==> src/rtl/scram_arbiter_pkg.sv <==
// Shared types and helpers for the scram port arbiter.
package scram_arbiter_pkg;

  // Arbiter sequencing: grant in IDLE, one enable cycle in ISSUE,
  // wait for the RAM in WAIT, one ready cycle in RESP.
  typedef enum logic [1:0] {
    IDLE  = 2'd0,
    ISSUE = 2'd1,
    WAIT  = 2'd2,
    RESP  = 2'd3
  } arb_state_t;

  // Ceiling log2; clog2(1) = 0.
  function automatic int unsigned clog2(input int unsigned n);
    int unsigned w;
    w = 0;
    for (int unsigned v = (n > 0) ? n - 1 : 0; v > 0; v = v >> 1) begin
      w++;
    end
    return w;
  endfunction

  // Width of a requester index; never narrower than one bit.
  function automatic int unsigned idx_width(input int unsigned n);
    return (clog2(n) > 0) ? clog2(n) : 1;
  endfunction

endpackage

==> src/rtl/scram_rr_picker.sv <==
// Combinational round-robin picker: first set request at or above ptr,
// wrapping modulo NREQ. ptr is expected to be below NREQ.
module scram_rr_picker
  import scram_arbiter_pkg::*;
#(
  parameter int unsigned NREQ = 2,
  parameter int unsigned IDXW = idx_width(NREQ)
) (
  input  logic [NREQ-1:0] req,
  input  logic [IDXW-1:0] ptr,
  output logic [NREQ-1:0] gnt,
  output logic [IDXW-1:0] gnt_idx,
  output logic            any_req
);

  logic [NREQ-1:0] rot;
  logic [IDXW-1:0] off;
  logic [IDXW:0]   sum;

  // Rotate requests so ptr lands on bit 0, find the first set bit, then
  // rotate the offset back into an absolute requester index.
  always_comb begin
    rot     = NREQ'({req, req} >> ptr);
    any_req = 1'b0;
    off     = '0;
    for (int unsigned i = 0; i < NREQ; i++) begin
      if (!any_req && rot[i]) begin
        any_req = 1'b1;
        off     = IDXW'(i);
      end
    end
    sum = {1'b0, ptr} + {1'b0, off};
    if (sum >= (IDXW + 1)'(NREQ)) begin
      sum = sum - (IDXW + 1)'(NREQ);
    end
    gnt_idx = sum[IDXW-1:0];
    gnt     = '0;
    for (int unsigned j = 0; j < NREQ; j++) begin
      gnt[j] = any_req && (gnt_idx == IDXW'(j));
    end
  end

endmodule

==> src/rtl/scram_arbiter.sv <==
// Round-robin arbiter sharing one scram RAM port between NREQ requesters.
// Each access: one ram_en cycle, wait for ram_ready, one req_ready pulse.
module scram_arbiter
  import scram_arbiter_pkg::*;
#(
  parameter int unsigned NREQ  = 2,
  parameter int unsigned ADDRW = 4,
  parameter int unsigned DATAW = 16
) (
  input  logic                        aclk,
  input  logic                        aresetn,
  input  logic [NREQ-1:0]             req_en,
  input  logic [NREQ-1:0]             req_wr,
  input  logic [NREQ*ADDRW-1:0]       req_addr,
  input  logic [NREQ*DATAW-1:0]       req_wdata,
  input  logic [NREQ*(DATAW/8)-1:0]   req_strb,
  output logic [NREQ-1:0]             req_ready,
  output logic [DATAW-1:0]            req_rdata,
  output logic                        ram_en,
  output logic                        ram_wr,
  output logic [ADDRW-1:0]            ram_addr,
  output logic [DATAW-1:0]            ram_wdata,
  output logic [DATAW/8-1:0]          ram_strb,
  input  logic [DATAW-1:0]            ram_rdata,
  input  logic                        ram_ready
);

  localparam int unsigned IDXW  = idx_width(NREQ);
  localparam int unsigned STRBW = DATAW / 8;

  arb_state_t       state;
  logic [IDXW-1:0]  rr_ptr;
  logic [IDXW-1:0]  grant;
  logic [NREQ-1:0]  grant_oh;
  logic [IDXW-1:0]  ptr_next;

  logic [NREQ-1:0]  pick_gnt;
  logic [IDXW-1:0]  pick_idx;
  logic             pick_any;

  logic             pick_wr;
  logic [ADDRW-1:0] pick_addr;
  logic [DATAW-1:0] pick_wdata;
  logic [STRBW-1:0] pick_strb;

  scram_rr_picker #(
    .NREQ (NREQ),
    .IDXW (IDXW)
  ) u_picker (
    .req     (req_en),
    .ptr     (rr_ptr),
    .gnt     (pick_gnt),
    .gnt_idx (pick_idx),
    .any_req (pick_any)
  );

  // Steer the picked requester's command fields using the one-hot grant.
  always_comb begin
    pick_wr    = 1'b0;
    pick_addr  = '0;
    pick_wdata = '0;
    pick_strb  = '0;
    for (int unsigned i = 0; i < NREQ; i++) begin
      if (pick_gnt[i]) begin
        pick_wr    = req_wr[i];
        pick_addr  = req_addr[i*ADDRW +: ADDRW];
        pick_wdata = req_wdata[i*DATAW +: DATAW];
        pick_strb  = req_strb[i*STRBW +: STRBW];
      end
    end
  end

  assign ptr_next = (grant == IDXW'(NREQ - 1)) ? '0 : grant + 1'b1;

  // Access sequencer with registered RAM and requester outputs.
  always_ff @(posedge aclk) begin
    if (!aresetn) begin
      state     <= IDLE;
      rr_ptr    <= '0;
      grant     <= '0;
      grant_oh  <= '0;
      ram_en    <= 1'b0;
      ram_wr    <= 1'b0;
      ram_addr  <= '0;
      ram_wdata <= '0;
      ram_strb  <= '0;
      req_ready <= '0;
      req_rdata <= '0;
    end else begin
      case (state)
        IDLE: begin
          if (pick_any) begin
            grant     <= pick_idx;
            grant_oh  <= pick_gnt;
            ram_en    <= 1'b1;
            ram_wr    <= pick_wr;
            ram_addr  <= pick_addr;
            ram_wdata <= pick_wdata;
            ram_strb  <= pick_strb;
            state     <= ISSUE;
          end
        end
        ISSUE: begin
          ram_en <= 1'b0;
          state  <= WAIT;
        end
        WAIT: begin
          if (ram_ready) begin
            req_rdata <= ram_rdata;
            req_ready <= grant_oh;
            rr_ptr    <= ptr_next;
            state     <= RESP;
          end
        end
        RESP: begin
          req_ready <= '0;
          state     <= IDLE;
        end
        default: state <= IDLE;
      endcase
    end
  end

endmodule
==> config.mk <==
export PLATFORM = sky130hd
export DESIGN_NAME = scram_arbiter
export DESIGN_NICKNAME = d
export VERILOG_FILES = /design/src/rtl/scram_arbiter_pkg.sv /design/src/rtl/scram_rr_picker.sv /design/src/rtl/scram_arbiter.sv
export SDC_FILE = /design/constraint.sdc
export NUM_CORES = 1
export LEC_CHECK = 0
export CELL_PAD_IN_SITES_DETAIL_PLACEMENT = 1
export CELL_PAD_IN_SITES_GLOBAL_PLACEMENT = 1
export CORE_ASPECT_RATIO = 0.7
export CORE_MARGIN = 2
export CORE_UTILIZATION = 27
export DETAILED_ROUTE_END_ITERATION = 8
export PLACE_DENSITY = 0.8
export SYNTH_ARGS = -nofsm -noshare
export SYNTH_HDL_FRONTEND = slang
export SYNTH_SLANG_ARGS = --single-unit
==> constraint.sdc <==
create_clock -name aclk -period 1.7 [get_ports aclk]
set_input_delay 0.34 -clock aclk [delete_from_list [all_inputs] [get_ports aclk]]
set_output_delay 0.34 -clock aclk [all_outputs]
set_load 0.005 [all_outputs]
## Yosys cells after proc, flatten, opt, wreduce, memory -nomap -nowiden

Cells that the tools add are included.

- Register bits: 48
- Input port bits: 67
- Output and inout port bits: 42
- Word-level logic and storage cells: 54

- Add/sub/neg operators: 3
- $lt $le $gt $ge: 1
- Equality and inequality tests: 5
- Shifts and indexed selects: 1
- Mux-type cells: 20
- Bitwise logic cells: 1
- Reductions and logical operators: 12

Operators with widths:

| operator | number |
|---|---|
| $mux W16 | 2 |
| $mux W2 | 5 |
| $reduce_and A2 Y1 | 5 |
| $mux W1 | 8 |
| $mux W4 | 2 |
| $pmux W2 S4 | 1 |
| $eq A2 B2 Y1 const B | 2 |
| $ne A2 B2 Y1 const B | 2 |
| $pmux W2 S2 | 1 |
| $reduce_bool A2 Y1 | 2 |
| $shr A4 B1 Y2 | 1 |
| $logic_and A1 B1 Y1 | 3 |
| $add A1 B1 Y2 | 1 |
| $eq A2 B1 Y1 const B | 1 |
| $ge A2 B2 Y1 const B | 1 |
| $logic_not A2 Y1 | 1 |
| $pmux W1 S2 | 1 |
| $add A1 B1 Y1 const B | 1 |
| $logic_not A1 Y1 | 1 |
| $not A1 Y1 | 1 |
| $sub A1 B1 Y1 const B | 1 |

## Logic depth before layout (Yosys ltp)

Gate-level depths: netlist of the first run.

- Word-level depth: 12
- Mapped depth: 7

## Modules after synthesis

A second synthesis of the first run with hierarchy kept.

- Cells, all modules: 255
- Area total of the unflattened synthesis: 2005.7 um^2

Modules (own cells, without submodules):

| module | instances | cells each | area each (um^2) |
|---|---|---|---|
| scram_arbiter | 1 | 249 | 1969.4 |
| scram_rr_picker | 1 | 6 | 36.3 |

## Least setup slack after synthesis of the first run

No wires, ideal clock.

- Path kind: reg2reg
- Start point: register state[0]
- End point: register ram_addr[0]
- Data arrival time: 1.383 ns
- Required time: 1.577 ns
- Slack: 0.194 ns
- Cell stages (with the launch flop): 7
- Buffers on the path: 1
- Clock period less this slack: 1.506 ns
- Cells stage by stage: dfxtp_1 inv_1 ha_1 nand2_1 nor3b_4 buf_6 a221o_2

- Longest elaborated chain between the ends: 2

Ends and longest elaborated chain:

| what | RTL line | text |
|---|---|---|
| start: declaration | scram_arbiter.sv:31 | `arb_state_t state;` |
| start signal: assignment | scram_arbiter.sv:78 | `state <= IDLE;` |
| start signal: assignment | scram_arbiter.sv:100 | `state <= ISSUE;` |
| start signal: assignment | scram_arbiter.sv:105 | `state <= WAIT;` |
| $logic_not A2 Y1 | scram_arbiter.sv:90 | `case (state)` |
| $reduce_and A2 Y1 (no source line) | n/a |  |
| end signal: assignment | scram_arbiter.sv:97 | `ram_addr <= pick_addr;` |
| end: declaration | scram_arbiter.sv:21 | `output logic [ADDRW-1:0] ram_addr,` |

No other way between the ends.
A chain may end at the register's enable or synchronous reset.

## Worst setup path in the final report of the first run

- Start point: input req_en[0]
- End point: register ram_wdata[5]

- Longest elaborated chain between the ends: 12
- Elaborated cells on any way between the ends: 16
- Those cells by class: add/sub (2); order compare (1); shift (1); mux (6); bitwise (1); reduce/logical (5)

Ends and longest elaborated chain:

| what | RTL line | text |
|---|---|---|
| start: declaration | scram_arbiter.sv:12 | `input logic [NREQ-1:0] req_en,` |
| $shr A4 B1 Y2 (*) | scram_rr_picker.sv:23 | `rot = NREQ'({req, req} >> ptr);` |
| $mux W1 | scram_rr_picker.sv:27 | `if (!any_req && rot[i]) begin` |
| $logic_not A1 Y1 | scram_rr_picker.sv:27 |  |
| $logic_and A1 B1 Y1 | scram_rr_picker.sv:27 |  |
| $mux W1 | scram_rr_picker.sv:27 |  |
| $add A1 B1 Y2 | scram_rr_picker.sv:32 | `sum = {1'b0, ptr} + {1'b0, off};` |
| $ge A2 B2 Y1 / $sub A1 B1 Y1 (equally long branches) | scram_rr_picker.sv:33, scram_rr_picker.sv:34 |  |
| $mux W1 | scram_rr_picker.sv:33 | `if (sum >= (IDXW + 1)'(NREQ)) begin` |
| $not A1 Y1 | scram_rr_picker.sv:39 | `gnt[j] = any_req && (gnt_idx == IDXW'(j));` |
| $logic_and A1 B1 Y1 | scram_rr_picker.sv:39 |  |
| $mux W16 (2 in a row) | scram_arbiter.sv:64 | `if (pick_gnt[i]) begin` |
| end signal: assignment | scram_arbiter.sv:98 | `ram_wdata <= pick_wdata;` |
| end: declaration | scram_arbiter.sv:22 | `output logic [DATAW-1:0] ram_wdata,` |

Every way passes the cells marked *; elsewhere a longest branch is shown, timed or not.

==> results of run 1 <==
## worst max-delay path, delay by kind of cell
family          cells  cell delay, ns
buf+inv             2            0.71
compound gates      1            0.34
simple gates        2            0.37
## power by group through the flow
stage / Clock, mW / Sequential, mW / Combinational [mW]
final: 0.814 / 1.51 / 1.82
after global routing: 0.880 / 1.54 / 1.99
after CTS: 0.839 / 1.51 / 1.79
after detailed placement: 0 / 1.53 / 1.71
after global placement: 0 / 1.53 / 1.65
after floorplan: 0 / 1.54 / 0.718
## logic make-up after synthesis
group                      after synthesis  synth area share [%]
adders and majority gates                4                  2.59
muxes                                    2                  1.04
buffers and inverters                   18                  4.99
and+or+nand+nor                         77                  20.2
AOI/OAI and AO/OA                       50                  21.4
DFF                                     48                  49.8
## synthesized netlist by cell type, drive strengths merged
library cell | n | area, um^2
mux2i | 2 | 20.0
nor2b | 1 | 6.26
a21boi | 1 | 7.51
nand3 | 1 | 5.00
ha | 4 | 50.1
nor3 | 1 | 16.3
buf | 10 | 65.1
dfxtp | 48 | 961
inv | 4 | 15.0
a21oi | 21 | 105
nand2 | 43 | 161
and2 | 1 | 6.26
and2b | 1 | 7.51
a221o | 23 | 254
a32oi | 2 | 17.5
nor2 | 3 | 11.3
o21ai | 1 | 8.76
o221a | 1 | 11.3
clkbuf | 4 | 16.3
or2 | 1 | 6.26
o32ai | 1 | 8.76
nand2b | 1 | 6.26
nor3b | 1 | 18.8
and3 | 23 | 144
## final cells by class
| class | count | area, um^2 | area share [%] |
|---|---|---|---|
| clock buffer | 6 | 72.6 | 2.13 |
| clock inverter | 2 | 35.0 | 1.03 |
| inverter | 4 | 15.0 | 0.440 |
| multi-input combinational | 135 | 910 | 26.7 |
| sequential | 48 | 961 | 28.2 |
| tap | 94 | 118 | 3.45 |
| timing repair buffer | 127 | 1300 | 38.1 |
## path summary, 6_finish.rpt
path | startpoint | to | slack, ns
max | req_en[0] | ram_wdata[5] | 0.12
min | req_rdata[9] | req_rdata[9] | 0.46
max reg2reg | state[0] | ram_wdata[5] | 0.12
min reg2reg | req_rdata[9] | req_rdata[9] | 0.46
## per-layer routing
| layer | GRT usage, % | up-vias | wire [um] |
|---|---|---|---|
| li1 | - | 964 | - |
| met4 | 3.56 | 0 | 42 |
| met5 | 0 | - | 0 |
| met1 | 22.3 | 918 | 3190 |
| met2 | 27.4 | 53 | 3010 |
| met3 | 5.11 | 2 | 321 |
## metrics by stage
| stage | area [um^2] | power [mW] |
|---|---|---|
| 6_report | 3410 | 4.14 |
| 5_1_grt | 3410 | 4.41 |
| 4_1_cts | 3350 | 4.14 |
| 3_5_place_dp | 3180 | 3.24 |
| 3_3_place_gp | 3180 | 3.18 |
| 2_1_floorplan | 1930 | 2.25 |
## timing repair
action	CTS	global route
buffers inserted	1	3
pin swaps	3	3
endpoints found under the setup margin	23	23
resized for setup	2	1
cloned	2	0
## sequential cells by signal, summed over array words and instances (netlist names), 2 cells and up
signal	count
grant_oh	2
ram_addr	4
state	2
req_rdata	16
ram_strb	2
req_ready	2
ram_wdata	16
==> impl_metrics.yaml, run 1 <==
worst_setup_path:
  cp_data_arrival_time_ns: 1.76
  crit_path_top_delay_cell: "sky130_fd_sc_hd__clkdlybuf4s50_1"
  path_class: "input pin to flip-flop"
  cp_max_fo: 12
  worst_setup_path_start_kind: "input pin"
  path_cells: "clkdlybuf4s50_1, and2b_1, nor3_4, buf_12, a221o_2"
  critPathRequiredTime_ns: 1.88
  worst_path_largest_cell_delay_ns: 0.56
  critical_path.endpoint_type: "flip-flop"
  worst_r2r_path_depth: 7
logic_synthesis:
  post_synth.cell_area_avg_um2: 9.70
  post_synthesis_net_count: 270
  synth_sequential_area_ratio_pct: 49.8
  yosys_warnings: 0
  number_of_library_cell_types_mapped_by_synthesis: 30
  synth.cell_area_um2: 1930
  syn-instance-count: 199
  total_of_flip_flops_plus_latches_after_synthesis: 48
routing:
  finalWirelength_mm: 6.56
  drt_iter0_drc: 78
  vias: 1937
  vias_per_cell: 4.66
  postRouteAntennaNets: 0
  detail_route.first_pass.iterations: 4
  drc: 0
  avgRoutedWirePerCell_um: 15.8
cts:
  worst_setup_hold_path_clk_slew_ns: 0.09
  ctsRootBufferMaster: "sky130_fd_sc_hd__clkbuf_8"
  tritoncts: "done"
  cts-root-to-sink-buffers: 2
  clkLatencyLatePin_ns: 0.30
  htree_num_levels: 2
  cts_buffers: 5
  cts_hold_buffers: 0
  clock_net_sink_count: 48
cells_and_area:
  syn2layout_area_growth_pct: 76.7
  num-nets-final: 392
  final_core_utilization_pct: 50.0
  layout_commonest_cell: "sky130_fd_sc_hd__clkdlybuf4s50_1"
  finalNonFillerCells: 416
  fillerInstances: 780
  final_layout_size_suffix_gt1_share_pct: 16.8
  diodes: 0
  mostFrequentLayoutCells: "sky130_fd_sc_hd__clkdlybuf4s50_1, sky130_fd_sc_hd__dfxtp_1, sky130_fd_sc_hd__nand2_1"
power:
  switching_power_mw: 1.24
  power.switching_fraction_pct: 29.9
  highest_ir_drop_seen_on_vdd_v: 0.000480
  power.leakage_nw: 1.35
  seq_power_share_pct: 36.4
  cellPowerDensity_nw_per_um2: 1220
  clock_power_share_pct: 19.7
  cell_internal_pwr_mw: 2.90
  power.share.combinational_pct: 43.9
sta:
  post_route_minimum_period_ns: 1.58
  setup_viol: 0
  worst_slack_ns: 0.115
  rsz0062_at_grt: "no"
  timing.slew.headroom_pct: 82.9
  finalSetupTns_ns: 0
  period_share_pct: 93.2
  hold_viol: 0
  max_freq_mhz: 631
  holdWs_ns: 0.455
  final.setup_skew_ns: 0.0100
  tightest_slew_ns: 0.255
  report.final.slew_viol_count: 0
grt:
  antenna_found_initial: 0
  grt_pass1_wl_mm: 10.4
  pin_count_of_the_biggest_net_entering_global_routing: 28
  grt.overflow.total: 0
  grt_use_total_pct: 16.8
  first_global_vias: 1995
place:
  numPlacedInstances: 402
  dp_hpwl_mm: 4.78
  io_buffers: 108
  pre_cts_slack_ns: -0.526
  place.gp.congestion: 0.722
die:
  initial_utilization_pct: 28.3
  rows: 25
  io_pins: 109
  core_area_um2: 6820
  fp.dieArea_um2: 7850
  die_h_um: 74.7
  die_width_um: 105
status:
  outcome: "complete, no violations"
hold_path:
  hold_removal_path_class: "flip-flop to flip-flop"
  min_path_cells: 2
run:
  drv.max_cap_violation_count: 0
Power figures use the tool's default switching activity.
==> run 2, diff against run 1 <==
--- a/config.mk
+++ b/config.mk
@@ -5,13 +5,11 @@
 export SDC_FILE = /design/constraint.sdc
 export NUM_CORES = 1
 export LEC_CHECK = 0
-export CELL_PAD_IN_SITES_DETAIL_PLACEMENT = 1
-export CELL_PAD_IN_SITES_GLOBAL_PLACEMENT = 1
 export CORE_ASPECT_RATIO = 0.7
 export CORE_MARGIN = 2
-export CORE_UTILIZATION = 27
+export CORE_UTILIZATION = 38
 export DETAILED_ROUTE_END_ITERATION = 8
-export PLACE_DENSITY = 0.8
+export PLACE_DENSITY = 0.81
 export SYNTH_ARGS = -nofsm -noshare
 export SYNTH_HDL_FRONTEND = slang
 export SYNTH_SLANG_ARGS = --single-unit
==> impl_metrics.yaml, run 2 (synthesis results as in run 1) <==
status:
  outcome: "complete, no violations"
place:
  pre_cts_slack_ns: -0.442
  dp_hpwl_mm: 3.88
  place.gp.congestion: 0.807
  post_placement_cell_area_um2: 3140
  io_buffers: 108
  numPlacedInstances: 377
sta:
  max_freq_mhz: 636
  timing.slew.headroom_pct: 64.7
  worst_slack_ns: 0.128
  post_route_minimum_period_ns: 1.57
  tightest_slew_ns: 0.528
  period_share_pct: 92.5
  hold_viol: 0
  final.setup_skew_ns: 0.00959
  report.final.slew_viol_count: 0
  setup_viol: 0
routing:
  drt_iter0_drc: 62
  postRouteAntennaNets: 0
  avgRoutedWirePerCell_um: 14.9
  drc: 0
  vias: 1931
  finalWirelength_mm: 5.78
  vias_per_cell: 4.96
  detail_route.first_pass.iterations: 4
run:
  drv.max_cap_violation_count: 0
grt:
  first_global_vias: 1914
  grt.overflow.total: 0
  grt_pass1_wl_mm: 9.07
  antenna_found_initial: 0
  pin_count_of_the_biggest_net_entering_global_routing: 28
  grt_use_total_pct: 20.5
cells_and_area:
  fillerInstances: 380
  registers_with_the_highest_flip_flop_counts: "ram_wdata x16, req_rdata x16, ram_addr x4"
  finalNonFillerCells: 389
  mostFrequentLayoutCells: "sky130_fd_sc_hd__clkdlybuf4s50_1, sky130_fd_sc_hd__dfxtp_1, sky130_fd_sc_hd__nand2_1"
  postLayoutCellArea_um2: 3330
  syn2layout_area_growth_pct: 72.4
  num-nets-final: 391
  layout_commonest_cell: "sky130_fd_sc_hd__clkdlybuf4s50_1"
  diodes: 0
  final_layout_size_suffix_gt1_share_pct: 16.6
cts:
  clock_net_sink_count: 48
  cts_buffers: 5
  tritoncts: "done"
  ctsRootBufferMaster: "sky130_fd_sc_hd__clkbuf_8"
  htree_num_levels: 2
  worst_setup_hold_path_clk_slew_ns: 0.08
  cts-root-to-sink-buffers: 2
  cts_hold_buffers: 0
  clkLatencyLatePin_ns: 0.29
die:
  core_area_um2: 4830
  die_width_um: 89.2
  fp.dieArea_um2: 5670
  rows: 21
  initial_utilization_pct: 39.9
  die_h_um: 63.6
  io_pins: 109
worst_setup_path:
  worst_path_largest_cell_delay_ns: 0.49
  reg2reg_slack_ns: 0.14
  critPathRequiredTime_ns: 1.93
  critical_path.endpoint_type: "flip-flop"
  worst_r2r_path_depth: 5
  cp.depth: 4
  worstSetupEndpoint: "ram_addr[2]"
  critical_path.reg2reg.endpoint: "ram_addr[2]"
  cp_data_arrival_time_ns: 1.80
  crit_path_top_delay_cell: "sky130_fd_sc_hd__nor3_4"
  crit_buf_inv: 1
  crit_family: "simple AND/OR/NAND/NOR gates"
  cp_max_fo: 11
  path_class: "input pin to flip-flop"
  critical_path.reg2reg.startpoint: "state[0]"
  path_cells: "clkdlybuf4s50_1, and2b_1, nor3_4, a221o_1"
  worst_setup_path_startpoint: "req_en[0]"
  worst_setup_path_start_kind: "input pin"
power:
  power_mw: 3.87
  power.leakage_nw: 1.32
  highest_ir_drop_seen_on_vdd_v: 0.000552
  cellPowerDensity_nw_per_um2: 1160
hold_path:
  min_from: "req_rdata[2]"
  hold_removal_path_class: "flip-flop to flip-flop"
==> run 2: cell count changes in the layout (fill, tap and decap cells not counted) <==
cell / previous run / this run
sky130_fd_sc_hd__nand2_1: 43 / 42
sky130_fd_sc_hd__o21ai_2: 1 / 0
sky130_fd_sc_hd__buf_4: 13 / 14
sky130_fd_sc_hd__nand2_2: 0 / 1
sky130_fd_sc_hd__o21ai_4: 0 / 1
sky130_fd_sc_hd__buf_12: 6 / 4
sky130_fd_sc_hd__bufinv_16: 1 / 0
==> run 2: area by class of cell <==
class	count	area (um^2)	share of cell area [%]
Tap cell	69	86.3	2.60
Multi-Input combinational cell	135	920	27.7
Clock buffer	6	72.6	2.18
Sequential cell	48	961	28.9
Inverter	4	15.0	0.451
Clock inverter	1	5.00	0.150
Timing Repair Buffer	126	1270	38.1
==> run 2: stage by stage <==
stage	utilization (%)	hold WS, ns	setup TNS (ns)
after CTS	67.7	0.457	0
final	68.8	0.455	0
after detailed placement	65.0	0.445	-9.99
after floorplan	-	0.431	0
after global placement	65.0	0.439	-8.92
after global routing	68.8	0.485	-0.00887
==> run 2: where the power goes <==
group / internal (mW) / switching, mW / total, mW / leakage (nW)
clock: 0.280 / 0.344 / 0.624 / 0.0410
combinational: 1.03 / 0.706 / 1.74 / 0.886
sequential: 1.38 / 0.125 / 1.50 / 0.393
total: 2.69 / 1.18 / 3.87 / 1.32
==> run 2: worst min path at each step <==
| stage | to | slack [ns] | cells after the start |
|---|---|---|---|
| after global placement | grant | 0.44 | 2 |
| after detailed placement | req_rdata[2] | 0.45 | 2 |
| after global routing | req_rdata[10] | 0.48 | 2 |
| after floorplan | grant | 0.43 | 2 |
| final | req_rdata[2] | 0.46 | 2 |
| after CTS | req_rdata[2] | 0.46 | 2 |
==> run 2: what timing repair did <==
action | 4_1_cts | 5_1_grt
buffers inserted | 1 | 2
gates resized for setup | 2 | 3
pin swaps | 2 | 2
setup endpoints to repair | 23 | 24
gates cloned | 2 | 0
==> run 2: layer usage <==
metal / up-vias / GRT usage, % / wire length, um
li1: 962 / - / -
met1: 895 / 30.8 / 2780
met2: 70 / 28.9 / 2590
met3: 4 / 4.19 / 359
met4: 0 / 6.53 / 54
met5: - / 0 / 0
==> run 2: worst min-delay path: cells and delay by family (launching register included) <==
kind             cells  cell delay (ns)
AND/OR/NAND/NOR      1             0.05
flip-flops           1             0.31
AO/OA/AOI/OAI        1             0.05
